--- src/rtl/tetris_pkg.sv ---
// Shared types and helpers for the tetromino piece scheduler.
// Latency: n/a (types, constants and pure functions only).
// Backpressure: n/a.
package tetris_pkg;

    typedef enum logic [2:0] {
        PIECE_T = 3'd0,
        PIECE_J = 3'd1,
        PIECE_Z = 3'd2,
        PIECE_O = 3'd3,
        PIECE_S = 3'd4,
        PIECE_L = 3'd5,
        PIECE_I = 3'd6
    } piece_t;

    localparam logic [2:0] PIECE_INVALID = 3'd7;

    typedef enum logic [1:0] {
        IDLE  = 2'd0,
        ROLL1 = 2'd1,
        ROLL2 = 2'd2
    } sched_state_t;

    localparam logic [4:0] LFSR_SEED  = 5'h1F;
    localparam int         LFSR_STEPS = 5;

    // Advance the 5-bit Fibonacci register by one full clock's worth of shifts.
    function automatic logic [4:0] lfsr_adv(input logic [4:0] d);
        logic [4:0] v;
        v = d;
        for (int i = 0; i < LFSR_STEPS; i++) begin
            v = {v[4] ^ v[1], v[4:1]};
        end
        return v;
    endfunction

    // Reroll mapping: (r + base) folded back into 0..6, never the invalid code.
    function automatic piece_t piece_wrap_add(input logic [2:0] r, input piece_t base);
        logic [3:0] sum;
        sum = {1'b0, r} + {1'b0, base};
        if (sum >= 4'd7) begin
            sum = sum - 4'd7;
        end
        return piece_t'(sum[2:0]);
    endfunction

endpackage

--- src/rtl/piece_lfsr5.sv ---
// Free-running 5-bit LFSR, five shifts per clock; exports the low 3 bits as raw piece candidates.
// Latency: new value every cycle; a load replaces that cycle's advance and is visible next cycle.
// Backpressure: none, never stalls; a zero load is replaced by the lockup-free seed.
module piece_lfsr5
    import tetris_pkg::*;
(
    input  logic       clk,
    input  logic       reset,
    input  logic       load,
    input  logic [4:0] load_val,
    output logic [2:0] rnd_bits
);

    logic [4:0] lfsr_q;

    // Shift register: load (with zero substitution) has priority over the free-running advance.
    always_ff @(posedge clk or negedge reset) begin
        if (!reset) begin
            lfsr_q <= LFSR_SEED;
        end else if (load) begin
            lfsr_q <= (load_val == 5'd0) ? LFSR_SEED : load_val;
        end else begin
            lfsr_q <= lfsr_adv(lfsr_q);
        end
    end

    assign rnd_bits = lfsr_q[2:0];

endmodule

--- src/rtl/piece_scheduler.sv ---
// Generates tetromino codes with repeat/invalid reroll into a small queue with head and preview taps.
// Latency: accepted roll pushes in 1 cycle, reroll in 2; refill starts the cycle after a pop frees space.
// Backpressure: head is valid/ready; generation idles while the queue is full; flush empties and restarts.
module piece_scheduler
    import tetris_pkg::*;
#(
    parameter int DEPTH = 2,
    parameter int CNT_W = 16
) (
    input  logic             clk,
    input  logic             reset,
    input  logic             flush,
    input  logic             seed_we,
    input  logic [4:0]       seed_in,
    output logic             out_valid,
    input  logic             out_ready,
    output logic [2:0]       out_piece,
    output logic             preview_valid,
    output logic [2:0]       preview_piece,
    output logic [CNT_W-1:0] piece_count
);

    localparam int               PTR_W    = (DEPTH > 1) ? $clog2(DEPTH) : 1;
    localparam int               OCC_W    = $clog2(DEPTH + 1);
    localparam logic [OCC_W-1:0] DEPTH_C  = OCC_W'(DEPTH);
    localparam logic [PTR_W-1:0] PTR_LAST = PTR_W'(DEPTH - 1);

    logic [2:0]       rnd;
    sched_state_t     state;
    sched_state_t     state_nxt;
    piece_t           last;
    piece_t           push_piece;
    piece_t           mem [DEPTH];
    logic [PTR_W-1:0] wr_ptr;
    logic [PTR_W-1:0] rd_ptr;
    logic [OCC_W-1:0] occ;
    logic [OCC_W-1:0] occ_inc;
    logic             has_room;
    logic             push;
    logic             pop;

    function automatic logic [PTR_W-1:0] ptr_inc(input logic [PTR_W-1:0] p);
        return (p == PTR_LAST) ? '0 : p + 1'b1;
    endfunction

    piece_lfsr5 u_lfsr (
        .clk      (clk),
        .reset    (reset),
        .load     (seed_we),
        .load_val (seed_in),
        .rnd_bits (rnd)
    );

    // A pop coinciding with flush is discarded: it neither advances the queue nor counts.
    assign pop      = out_valid & out_ready & ~flush;
    assign has_room = (occ < DEPTH_C);
    // Occupancy after a push this cycle, accounting for a simultaneous pop.
    assign occ_inc  = occ + OCC_W'(1) - OCC_W'(pop);

    // Roll FSM next state and push decision; flush aborts any roll and restarts at ROLL1.
    always_comb begin
        state_nxt  = state;
        push       = 1'b0;
        push_piece = last;
        case (state)
            IDLE: begin
                if (has_room) begin
                    state_nxt = ROLL1;
                end
            end
            ROLL1: begin
                if (!has_room) begin
                    state_nxt = IDLE;
                end else if ((rnd != PIECE_INVALID) && (rnd != last)) begin
                    push       = 1'b1;
                    push_piece = piece_t'(rnd);
                    state_nxt  = (occ_inc < DEPTH_C) ? ROLL1 : IDLE;
                end else begin
                    state_nxt = ROLL2;
                end
            end
            ROLL2: begin
                if (!has_room) begin
                    state_nxt = IDLE;
                end else begin
                    // Second roll is trusted outright: no repeat check here.
                    push       = 1'b1;
                    push_piece = piece_wrap_add(rnd, last);
                    state_nxt  = (occ_inc < DEPTH_C) ? ROLL1 : IDLE;
                end
            end
            default: state_nxt = IDLE;
        endcase
        if (flush) begin
            state_nxt = ROLL1;
            push      = 1'b0;
        end
    end

    // FSM state register.
    always_ff @(posedge clk or negedge reset) begin
        if (!reset) begin
            state <= IDLE;
        end else begin
            state <= state_nxt;
        end
    end

    // Most recently generated piece; deliberately survives flush so a new game still avoids a repeat.
    always_ff @(posedge clk or negedge reset) begin
        if (!reset) begin
            last <= PIECE_T;
        end else if (push) begin
            last <= push_piece;
        end
    end

    // Circular buffer storage, pointers and occupancy.
    always_ff @(posedge clk or negedge reset) begin
        if (!reset) begin
            wr_ptr <= '0;
            rd_ptr <= '0;
            occ    <= '0;
            for (int i = 0; i < DEPTH; i++) begin
                mem[i] <= PIECE_T;
            end
        end else if (flush) begin
            wr_ptr <= '0;
            rd_ptr <= '0;
            occ    <= '0;
        end else begin
            if (push) begin
                mem[wr_ptr] <= push_piece;
                wr_ptr      <= ptr_inc(wr_ptr);
            end
            if (pop) begin
                rd_ptr <= ptr_inc(rd_ptr);
            end
            occ <= occ + OCC_W'(push) - OCC_W'(pop);
        end
    end

    // Saturating count of accepted pops, cleared by flush.
    always_ff @(posedge clk or negedge reset) begin
        if (!reset) begin
            piece_count <= '0;
        end else if (flush) begin
            piece_count <= '0;
        end else if (pop && (piece_count != '1)) begin
            piece_count <= piece_count + 1'b1;
        end
    end

    // Outputs come straight from occupancy and storage; out_ready never reaches out_valid.
    assign out_valid     = (occ != '0);
    assign out_piece     = out_valid ? mem[rd_ptr] : PIECE_T;
    assign preview_valid = (occ >= OCC_W'(2));
    assign preview_piece = preview_valid ? mem[ptr_inc(rd_ptr)] : PIECE_T;

endmodule

--- config.mk ---
export PLATFORM = sky130hd
export DESIGN_NAME = piece_scheduler
export DESIGN_NICKNAME = d
export VERILOG_FILES = /design/src/rtl/tetris_pkg.sv /design/src/rtl/piece_lfsr5.sv /design/src/rtl/piece_scheduler.sv
export SDC_FILE = /design/constraint.sdc
export NUM_CORES = 1
export LEC_CHECK = 0
export BUFFER_PORTS_ARGS = -buffer_cell sky130_fd_sc_hd__buf_2
export CAP_MARGIN = 20
export CORE_UTILIZATION = 55
export DETAILED_ROUTE_END_ITERATION = 8
export MAX_ROUTING_LAYER = met4
export PLACE_DENSITY = 0.75
export SLEW_MARGIN = 20
export SYNTH_ARGS = -nofsm -noshare
export SYNTH_HDL_FRONTEND = slang
export SYNTH_SLANG_ARGS = --single-unit
--- constraint.sdc ---
create_clock -name clk -period 2.99 [get_ports clk]
set_clock_uncertainty 0.2 [all_clocks]
set_input_delay 0.598 -clock clk [delete_from_list [all_inputs] [get_ports clk]]
set_output_delay 0.598 -clock clk [all_outputs]
set_load 0.01 [all_outputs]
== Yosys cells after proc, flatten, opt, wreduce, memory -nomap -nowiden ==
Cells that the tools add are included.

* Add/sub/neg operators: 9
* $lt $le $gt $ge: 8
* Eq/ne operators: 6
* Muxes and demuxes: 39
* Bitwise gates (word level): 11
* Reduce and logical (&&, ||, !) cells: 10

{| class="wikitable"
|+ Operators by type and width
! operator !! number
|-
| $mux W3 || 13
|-
| $mux W16 || 2
|-
| $add A16 B1 Y16 const B || 1
|-
| $ne A16 B16 Y1 const B || 1
|-
| $mux W1 || 12
|-
| $mux W2 || 5
|-
| $mux W5 || 2
|-
| $ge A2 B2 Y1 const B || 4
|-
| $reduce_bool A2 Y1 || 4
|-
| $bwmux W6 || 1
|-
| $ne A3 B3 Y1 const B || 2
|-
| $not A1 Y2 || 3
|-
| $pmux W2 S3 || 1
|-
| $pmux W3 S2 || 1
|-
| $logic_not A5 Y1 || 1
|-
| $xor A1 B1 Y1 || 5
|-
| $add A3 B3 Y4 || 1
|-
| $ge A4 B3 Y1 const B || 1
|-
| $lt A2 B2 Y1 const B || 2
|-
| $sub A2 B1 Y2 || 2
|-
| $demux W3 S1 || 1
|-
| $logic_and A1 B1 Y1 || 3
|-
| $ne A3 B3 Y1 || 1
|-
| $sub A3 B3 Y3 const B || 1
|-
| other kinds (11) || 13
|}

* Register bits after elaboration: 36
* Input port bits: 10
* Output and inout bits: 24
* Word-level logic and storage cells: 92

== Depth between registers and ports, before layout ==
Gate-level depths: netlist (run 1).

* Depth in word-level cells: 10
* Mapped depth: 11
* Depth with buffers taken out: 11

== Hierarchy ==
A second synthesis (run 1) with hierarchy kept.

* Cell total of the unflattened synthesis: 256
* Area total of the unflattened synthesis: 2416.1 um2

{| class="wikitable"
|+ Modules (own cells, without submodules)
! module !! times used !! cells an instance !! area each (um2) !! seq. area each (um2)
|-
| piece_scheduler || 1 || 232 || 2128.3 || 775.7
|-
| piece_lfsr5 || 1 || 24 || 287.8 || 131.4
|}

== Worst setup path before layout (run 1) ==
No wires, ideal clock.

* Kind: reg2reg
* From: register u_lfsr.lfsr_q[0]
* To: register last[1]
* Library setup time: 0.125 ns
* Data arrival time: 2.337 ns
* Required time: 2.665 ns
* Slack: 0.328 ns
* Stages on the path, launching flop included: 8
* Buffers on the path: 0
* Period minus slack after synthesis: 2.662 ns
* Cell sequence: dfstp_2 > ha_1 > fa_1 > ha_1 > a221oi_2 > mux2i_1 > a221o_1 > mux2_2

* Longest elaborated chain between the ends: 6
* Elaborated cells on any way between the ends: 15
* Those cells by class: add/sub (2); order compare (1); eq/ne (2); mux (9); reduce/logical (1)

{| class="wikitable"
|+ Ends and longest elaborated chain
! element !! line !! RTL
|-
| start, declared || piece_lfsr5.sv:14 || <nowiki>logic [4:0] lfsr_q;</nowiki>
|-
| start signal, assigned || piece_lfsr5.sv:21 || <nowiki>lfsr_q <= (load_val == 5'd0) ? LFSR_SEED : load_val;</nowiki>
|-
| start signal, assigned || piece_lfsr5.sv:23 || <nowiki>lfsr_q <= lfsr_adv(lfsr_q);</nowiki>
|-
| branches (longest 6 deep; another with $add A3 B3 Y4) || n/a ||
|-
| end signal, assigned || piece_scheduler.sv:114 || <nowiki>last <= push_piece;</nowiki>
|-
| end, declared || piece_scheduler.sv:31 || <nowiki>piece_t last;</nowiki>
|}

Several ways; the timed one is not identified.
A chain may end at the register's enable or synchronous reset.

== Worst setup path after layout (run 1) ==
* From: register u_lfsr.lfsr_q[0]
* To: register mem[4] in the netlist's numbering

* Longest elaborated chain between the ends: 7
* Elaborated cells on any way between the ends: 17
* Those cells by class: add/sub (2); order compare (1); eq/ne (2); mux (10); reduce/logical (2)

{| class="wikitable"
|+ Ends and longest elaborated chain
! element !! line !! RTL
|-
| branches (longest 7 deep; another with $add A3 B3 Y4) || n/a ||
|-
| end signal, assigned by index || piece_scheduler.sv:133 || <nowiki>mem[wr_ptr] <= push_piece;</nowiki>
|-
| end, declared || piece_scheduler.sv:33 || <nowiki>piece_t mem [DEPTH];</nowiki>
|}

Several ways; the timed one is not identified.

==> reports/metrics.sh, run 1 <==
IRDROPWORSTVDD_mV=0.635
CTS.REPAIR.RESIZED=0
PLACEMENTROWS=23
FMAXACHIEVABLE_MHz=349
FLOORPLAN.DIE.WIDTH_UM=66.6
TIMING.CRITICAL_PATH.MAX_DELAY_FAMILY='adder cells'
FIN_SETUP_TNS_NS=0
GRT_OVERFLOW_TOTAL=0
FINALHOLDVIOLATIONS=0
DPL_CELL_AREA_SQ_UM=2480
TIGHTEST_SLEW_NS=0.774
FIRST_GLOBAL_VIAS=1673
CLOCK_POWER_SHARE=0.187
WORSTPATHREQUIRED_NS=2.97
WORST_SKEW_PAIR_LATER_PIN_LATENCY_NS=0.30
POST-SYNTH-TOP-AREA-FRACTION=0.338
CRIT_TYPE='reg -> reg'
SYNTH_XOR_XNOR_AREA_SHARE=0.0687
WORSTHOLDPATHTYPE='in -> async'
HTREE_LEVELS=2
SYNTH.LARGEST_AREA_CELL='sky130_fd_sc_hd__dfrtp_1'
GRT_START_MAX_NET_PINS=37
IOS=34
SYNTH.AREA.TOP_CELLS='sky130_fd_sc_hd__dfrtp_1 34%, sky130_fd_sc_hd__ha_1 6.5%, sky130_fd_sc_hd__dfstp_2 5.7%'
FINAL-INSTANCE-COUNT-EXCL-FILL=317
ASYNC_RESET_FF_FRAC=1.00
GRT_UTIL_ALL_LAYERS=0.241
CRIT_ARRIVAL_NS=2.85
STARTING_DENSITY_OF_THE_CORE=0.574
MAPPEDNETLISTAREA_SQ_UM=2290
MULTI_INPUT_GATE_AREA_IN_THE_FINAL_LAYOUT_SQ_UM=1300
ANTENNA_VIOLATIONS_BEFORE_REPAIR=0
SYNTH_ENABLE_FLOP_CELLS=0
CELLPOWERDENSITY_nW_PER_UM2=975
CRIT_PATH_CELLS='ha_1 -> fa_1 -> ha_1 -> a221oi_2 -> mux2i_1 -> a221o_1 -> mux2_2'
CLK_ROOT_BUFFER_CELL='sky130_fd_sc_hd__clkbuf_8'
DRV.MAX_CAP_VIOLATION_COUNT=0
CRITICAL-PATH-SLOWEST-CELL='sky130_fd_sc_hd__dfstp_2'
POSTSYNTHNETCOUNT=258
SYNTH_FLOP_CELL='sky130_fd_sc_hd__dfrtp_1'
CLOCK-SINKS=36
FINAL_CORE_UTILIZATION=0.653
DPL.CELL_COUNT=309
WORST_PATH_MOST_REPEATED_CELL='sky130_fd_sc_hd__ha_1'
FF_LATCH_AREA_SQ_UM=907
POWER_LEAKAGE_uW=0.00123
SETUP_VIOLATIONS=0
SLEW_HEADROOM=0.484
CTS.CLK_SLEW.WORST_PATHS_NS=0.07
RSZ0062_AT_GRT='no'
GPL.FINAL_WEIGHTED_CONGESTION=0.842
SYNTH.YOSYS.SEQ_AREA_SHARE=0.395
NET-SWITCHING-POWER_uW=1010
FILLCELLCOUNT=352
WIRE_LENGTH_OF_THE_FIRST_GLOBAL_ROUTING_PASS_MM=7.76
PLACE.PORT_BUFFERS=33
LAYOUT-DRIVE-GT1-SHARE=0.232
SYN-MEAN-INSTANCE-AREA_SQ_UM=9.76
CRITICAL_PATH_PEAK_FANOUT=4
CLOCK_PATH_BUFFERS=2
PLACEABLECOREAREA_SQ_UM=4000
SYN_INST=235
AVGROUTEDWIREPERCELL_UM=14.8
POWER.SEQUENTIAL.FRACTION=0.307
NUM-NETS-FINAL=289
CRITICAL-PATH-MAX-STAGE-DELAY_NS=0.56
VIA_COUNT=1851
DETAILEDROUTE.FIRSTPASSITERATIONCOUNT=4
START_KIND='flop'
YOSYS_WARNINGS=0
SYNTHADDERAREAFRAC=0.0742
P_SW_FRAC=0.398
LAYOUT.CELL_AREA.NON_FILLER_SQ_UM=2610
CTS_INSERTED_BUFFERS=5
FIN_WORST_HOLD_SLACK_NS=0.170
SYNTH_CELL_TYPES=54
DOMINANT_COMBINATIONAL_CELL_FAMILY_BY_AREA_AFTER_SYNTHESIS='simple AND/OR/NAND/NOR gates'
CELL_INTERNAL_PWR_uW=1530
FINALMAXSLEWVIOLATIONS=0
RUN_STATUS='finished clean'
MOST-COMMON-LAYOUT-CELLS='33 x sky130_fd_sc_hd__buf_2, 31 x sky130_fd_sc_hd__nor2_1, 31 x sky130_fd_sc_hd__dfrtp_1, 14 x sky130_fd_sc_hd__nand2_1'
ANT_NETS=0
SYNTHSIMPLEGATEAREAFRAC=0.188
TIMING.CRITICAL_PATH.TO_TYPE='flop'
PERIOD_NEEDED_NS=2.86
DIE_HEIGHT_UM=66.6
AVGVIACOUNTPERCELL=5.84
HOLD_BUFFERS=0
POWER.SHARE.COMBINATIONAL=0.506
CTS_TREE='yes'
DRTITER0DRC=134
DETAIL_ROUTE.WIRELENGTH_MM=4.69
PLACE_HPWL_MM=3.40
DRC=0
FLOORPLAN.DIE_AREA_SQ_UM=4430
PORTION_OF_NETLIST_AREA_OCCUPIED_BY_MUX_CELLS=0.0878
DIODES=0
CRIT_BUF_INV=0
SYNTH-SEQ-CELLS=36
SYNTH_COMPOUND_AREA_FRAC=0.147
LAYOUT-AREA-OVERHEAD-VS-SYNTH_PCT=13.8
FIN_CRIT_SH=0.957
POST_CTS_BUFFERS=0
LAYOUT.CELLS.MOST_COMMON='sky130_fd_sc_hd__buf_2'
[cell usage after synthesis (all sizes together) (2+ instances only)]
cell,number
a211oi,2
a21o,2
a21oi,12
a221oi,2
and2,2
buf,2
clkbuf,8
dfrtp,31
dfstp,5
ha,12
inv,12
mux2,9
mux2i,10
nand2,14
nand3,11
nand3b,2
nand4,5
nor2,31
nor3,2
nor4,2
o211ai,4
o21ai,4
o311ai,2
o31ai,2
o41ai,3
or4,4
xnor2,7
xor2,11
[worst paths after layout]
kind	from	end	slack (ns)	cells after the start
hold reg to reg	mem[2]	mem[2]	0.34	1
max in group asynchronous	reset	last[0]	1.93	1
min in group clk	seed_in[1]	u_lfsr.lfsr_q[1]	0.34	3
hold / removal	reset	piece_count[8]	0.17	1
setup / recovery	u_lfsr.lfsr_q[0]	mem[4]	0.13	7
setup reg to reg	u_lfsr.lfsr_q[0]	mem[4]	0.13	7
[layer usage]
| metal | vias to the layer above | routed length [um] | global-route usage |
|---|---|---|---|
| met3 | 6 | 197 | 0.0565 |
| met5 | - | 0 | - |
| met4 | 0 | 69 | 0.0798 |
| met2 | 40 | 2110 | 0.355 |
| met1 | 889 | 2310 | 0.325 |
| li1 | 916 | - | - |
[per-stage QoR]
step,power (uW),setup WS [ns]
6_report,2540,0.128
3_3_place_gp,2050,0.210
3_5_place_dp,2080,0.125
2_1_floorplan,1810,0.328
4_1_cts,2570,0.112
5_1_grt,2750,0.0281
[worst register-to-register path, stage by stage, from the launching register on]
cell and delay [ns]:
sky130_fd_sc_hd__dfstp_2 0.56, sky130_fd_sc_hd__ha_1 0.22, sky130_fd_sc_hd__fa_1 0.44, sky130_fd_sc_hd__ha_1 0.23
sky130_fd_sc_hd__a221oi_2 0.35, sky130_fd_sc_hd__mux2i_1 0.12, sky130_fd_sc_hd__a221o_1 0.34, sky130_fd_sc_hd__mux2_2 0.28
[power by group through the flow]
stage	logic, uW	registers [uW]	clock network (uW)
6_report	1290	781	475
5_1_grt	1450	802	500
4_1_cts	1300	783	484
3_5_place_dp	1290	790	0
3_3_place_gp	1270	780	0
2_1_floorplan	1060	741	0
[cells by family (layout without fill, tap and decap cells)]
kind of cell             after synthesis  count (layout)
flip-flops                            36              36
multiplexers                          19              19
buffers and inverters                 22              54
XOR/XNOR                              18              18
AND/OR/NAND/NOR                       82              82
AO/OA/AOI/OAI                         45              45
adder cells (fa/ha/maj)               13              13
[state kept, by name, summed over array words and instances, names as in the netlist]
signal	flops
wr_ptr	1
rd_ptr	1
last	3
occ	2
state	2
mem	6
u_lfsr.lfsr_q	5
piece_count	16
[area by class of cell]
cell class              instances  area share
flip-flops and latches         36       0.347
clock inverters                 1      0.0115
clock buffers                   7      0.0369
repair buffers                 34      0.0661
well taps                      50      0.0240
multi-input cells             177       0.497
inverters                      12      0.0172
Power figures use the tool's default switching activity.
==> run 2: changes to the inputs <==
--- a/config.mk
+++ b/config.mk
@@ -5,12 +5,13 @@
 export SDC_FILE = /design/constraint.sdc
 export NUM_CORES = 1
 export LEC_CHECK = 0
+export ABC_CLOCK_PERIOD_IN_PS = 2990
 export BUFFER_PORTS_ARGS = -buffer_cell sky130_fd_sc_hd__buf_2
 export CAP_MARGIN = 20
 export CORE_UTILIZATION = 55
 export DETAILED_ROUTE_END_ITERATION = 8
 export MAX_ROUTING_LAYER = met4
-export PLACE_DENSITY = 0.75
+export PLACE_DENSITY = 0.77
 export SLEW_MARGIN = 20
 export SYNTH_ARGS = -nofsm -noshare
 export SYNTH_HDL_FRONTEND = slang
==> run 2 against run 1 <==
Critical path depth did not move. Highest routed layer unchanged. Worst setup slack improved by 0.027 ns. Via count fell by 0.32%. Largest power group unchanged. Clock power fell by 14%. Sequential power rose by 0.9%. Total power fell by 2.9%. First-iteration DRC count rose by 12%. Largest cell class unchanged. Global-route usage fell by 0.38 points. Sequential share of layout area rose by 0.25 points. Worst hold slack improved by 0.016 ns.
==> reports/metrics.sh, run 2 (synthesis gave the netlist of run 1 again) <==
RUN_STATUS='finished clean'
CTS_INSERTED_BUFFERS=5
TIMING.CRITICAL_PATH.TO_TYPE='flop'
POWER_LEAKAGE_uW=0.00122
POST-ROUTE-WORST-SETUP-SLACK_NS=0.155
PERIOD_NEEDED_NS=2.84
PLACEABLECOREAREA_SQ_UM=4000
GRT_OVERFLOW_TOTAL=0
WORSTPATHREQUIRED_NS=2.96
DETAIL_ROUTE.WIRELENGTH_MM=4.49
CTS_TREE='yes'
ANT_NETS=0
FINAL-INSTANCE-COUNT-EXCL-FILL=317
AVGROUTEDWIREPERCELL_UM=14.2
HTREE_LEVELS=2
CRIT_PATH_CELLS='ha_1 -> fa_1 -> ha_1 -> a221oi_2 -> mux2i_1 -> a221o_1 -> mux2_2'
DRC=0
TIMING.CRITICAL_PATH.MAX_DELAY_FAMILY='adder cells'
WORSTHOLDPATHTYPE='in -> async'
PLACE.PORT_BUFFERS=33
FILLCELLCOUNT=342
FINALMAXSLEWVIOLATIONS=0
FMAXACHIEVABLE_MHz=353
ROUTEDLENGTHMET1_MM=2.24
FIN_CRIT_SH=0.948
LARGEST_REGISTER_FFS=16
MOST-COMMON-LAYOUT-CELLS='33 x sky130_fd_sc_hd__buf_2, 31 x sky130_fd_sc_hd__nor2_1, 31 x sky130_fd_sc_hd__dfrtp_1, 14 x sky130_fd_sc_hd__nand2_1'
FINAL_CORE_UTILIZATION=0.648
BIGGESTREGSBYFLOPS='piece_count (16), mem (6), u_lfsr.lfsr_q (5)'
PLACE_HPWL_MM=3.38
VIA_COUNT=1845
FLOORPLAN.DIE.WIDTH_UM=66.6
WORST_PATH_MOST_REPEATED_CELL='sky130_fd_sc_hd__ha_1'
CLK_ROOT_BUFFER_CELL='sky130_fd_sc_hd__clkbuf_8'
WIRE_LENGTH_OF_THE_FIRST_GLOBAL_ROUTING_PASS_MM=7.67
LAYOUT-AREA-OVERHEAD-VS-SYNTH_PCT=13.0
POST_CTS_BUFFERS=0
LAYOUT-DRIVE-GT1-SHARE=0.228
LARGEST_REGISTER_BY_FLOP_COUNT='piece_count'
PLACE_WS_NS=0.173
DETAILEDROUTE.FIRSTPASSITERATIONCOUNT=4
CRIT_BUF_INV=0
AVGVIACOUNTPERCELL=5.82
DRV.MAX_CAP_VIOLATION_COUNT=0
PLACEMENTROWS=23
DETAIL_ROUTE_MET2_WL_MM=2.02
MULTI_INPUT_GATE_AREA_IN_THE_FINAL_LAYOUT_SQ_UM=1300
FF_LATCH_AREA_SQ_UM=907
DPL.CELL_COUNT=309
MET3WIRELENGTH_UM=184
CRIT_ARRIVAL_NS=2.80
CRITICAL-PATH-SLOWEST-CELL='sky130_fd_sc_hd__dfstp_2'
CTS.REPAIR.RESIZED=0
CELLPOWERDENSITY_nW_PER_UM2=953
FIN_WORST_HOLD_SLACK_NS=0.187
IOS=34
CRIT_TYPE='reg -> reg'
CLOCK-SINKS=36
RSZ0062_AT_GRT='no'
SETUP_VIOLATIONS=0
START_KIND='flop'
DRTITER0DRC=150
CRITICAL-PATH-MAX-STAGE-DELAY_NS=0.57
GRT_UTIL_ALL_LAYERS=0.237
NUM-NETS-FINAL=289
CTS.CLK_SLEW.WORST_PATHS_NS=0.07
FINALHOLDVIOLATIONS=0
IRDROPWORSTVDD_mV=0.801
FIN_SETUP_TNS_NS=0
CRITICAL_PATH_PEAK_FANOUT=4
SLEW_HEADROOM=0.481
STARTING_DENSITY_OF_THE_CORE=0.574
HOLD_BUFFERS=0
LAYOUT.CELLS.MOST_COMMON='sky130_fd_sc_hd__buf_2'
TIGHTEST_SLEW_NS=0.778
DIODES=0
TOPROUTINGLAYERUSED='met4'
GRT_START_MAX_NET_PINS=37
GPL.FINAL_WEIGHTED_CONGESTION=0.864
FLOORPLAN.DIE_AREA_SQ_UM=4430
CLOCK_PATH_BUFFERS=2
DIE_HEIGHT_UM=66.6
FIRST_GLOBAL_VIAS=1653
WORST_SKEW_PAIR_LATER_PIN_LATENCY_NS=0.28
ANTENNA_VIOLATIONS_BEFORE_REPAIR=0
==> run 2: changes by cell type in the layout (fill, tap and decap cells not counted), sizes merged <==
cell and change:
clkbuf -1, clkinv +1
==> run 2: worst paths after layout <==
kind / depth (start not counted) / slack [ns] / from / to
setup / recovery: 7 / 0.15 / u_lfsr.lfsr_q[0] / mem[4]
hold / removal: 1 / 0.19 / reset / piece_count[11]
setup reg to reg: 7 / 0.15 / u_lfsr.lfsr_q[0] / mem[4]
hold reg to reg: 1 / 0.33 / piece_count[11] / piece_count[11]
max in group asynchronous: 1 / 1.90 / reset / mem[1]
min in group clk: 1 / 0.33 / piece_count[11] / piece_count[11]
==> run 2: cell type report <==
class                      count  area share
inverter                      12      0.0174
clock buffer                   6      0.0280
multi-input combinational    177       0.500
clock inverter                 2      0.0135
sequential                    36       0.350
tap                           50      0.0241
timing repair buffer          34      0.0666
==> run 2: worst register-to-register path, stage by stage (launching register included) <==
cell and delay (ns):
sky130_fd_sc_hd__dfstp_2 0.57, sky130_fd_sc_hd__ha_1 0.22, sky130_fd_sc_hd__fa_1 0.45, sky130_fd_sc_hd__ha_1 0.22
sky130_fd_sc_hd__a221oi_2 0.34, sky130_fd_sc_hd__mux2i_1 0.12, sky130_fd_sc_hd__a221o_1 0.33, sky130_fd_sc_hd__mux2_2 0.27
==> run 2: per-stage QoR <==
step,cell area [sq um],power [uW]
after global placement,2480,2050
after CTS,2590,2490
after global routing,2590,2690
after floorplan,2290,1810
final,2590,2470
after detailed placement,2480,2070
==> run 2: per-layer routing <==
| layer | up-vias | GRT usage |
|---|---|---|
| li1 | 913 | - |
| met1 | 886 | 0.334 |
| met2 | 41 | 0.341 |
| met3 | 5 | 0.0462 |
| met4 | 0 | 0.0771 |
| met5 | - | - |
==> run 2: where the power goes <==
part           switching, uW  internal [uW]  leakage (uW)
Sequential               147            641      0.000466
Clock                    161            247     0.0000552
Combinational            677            597      0.000695
Total                    985           1490       0.00122
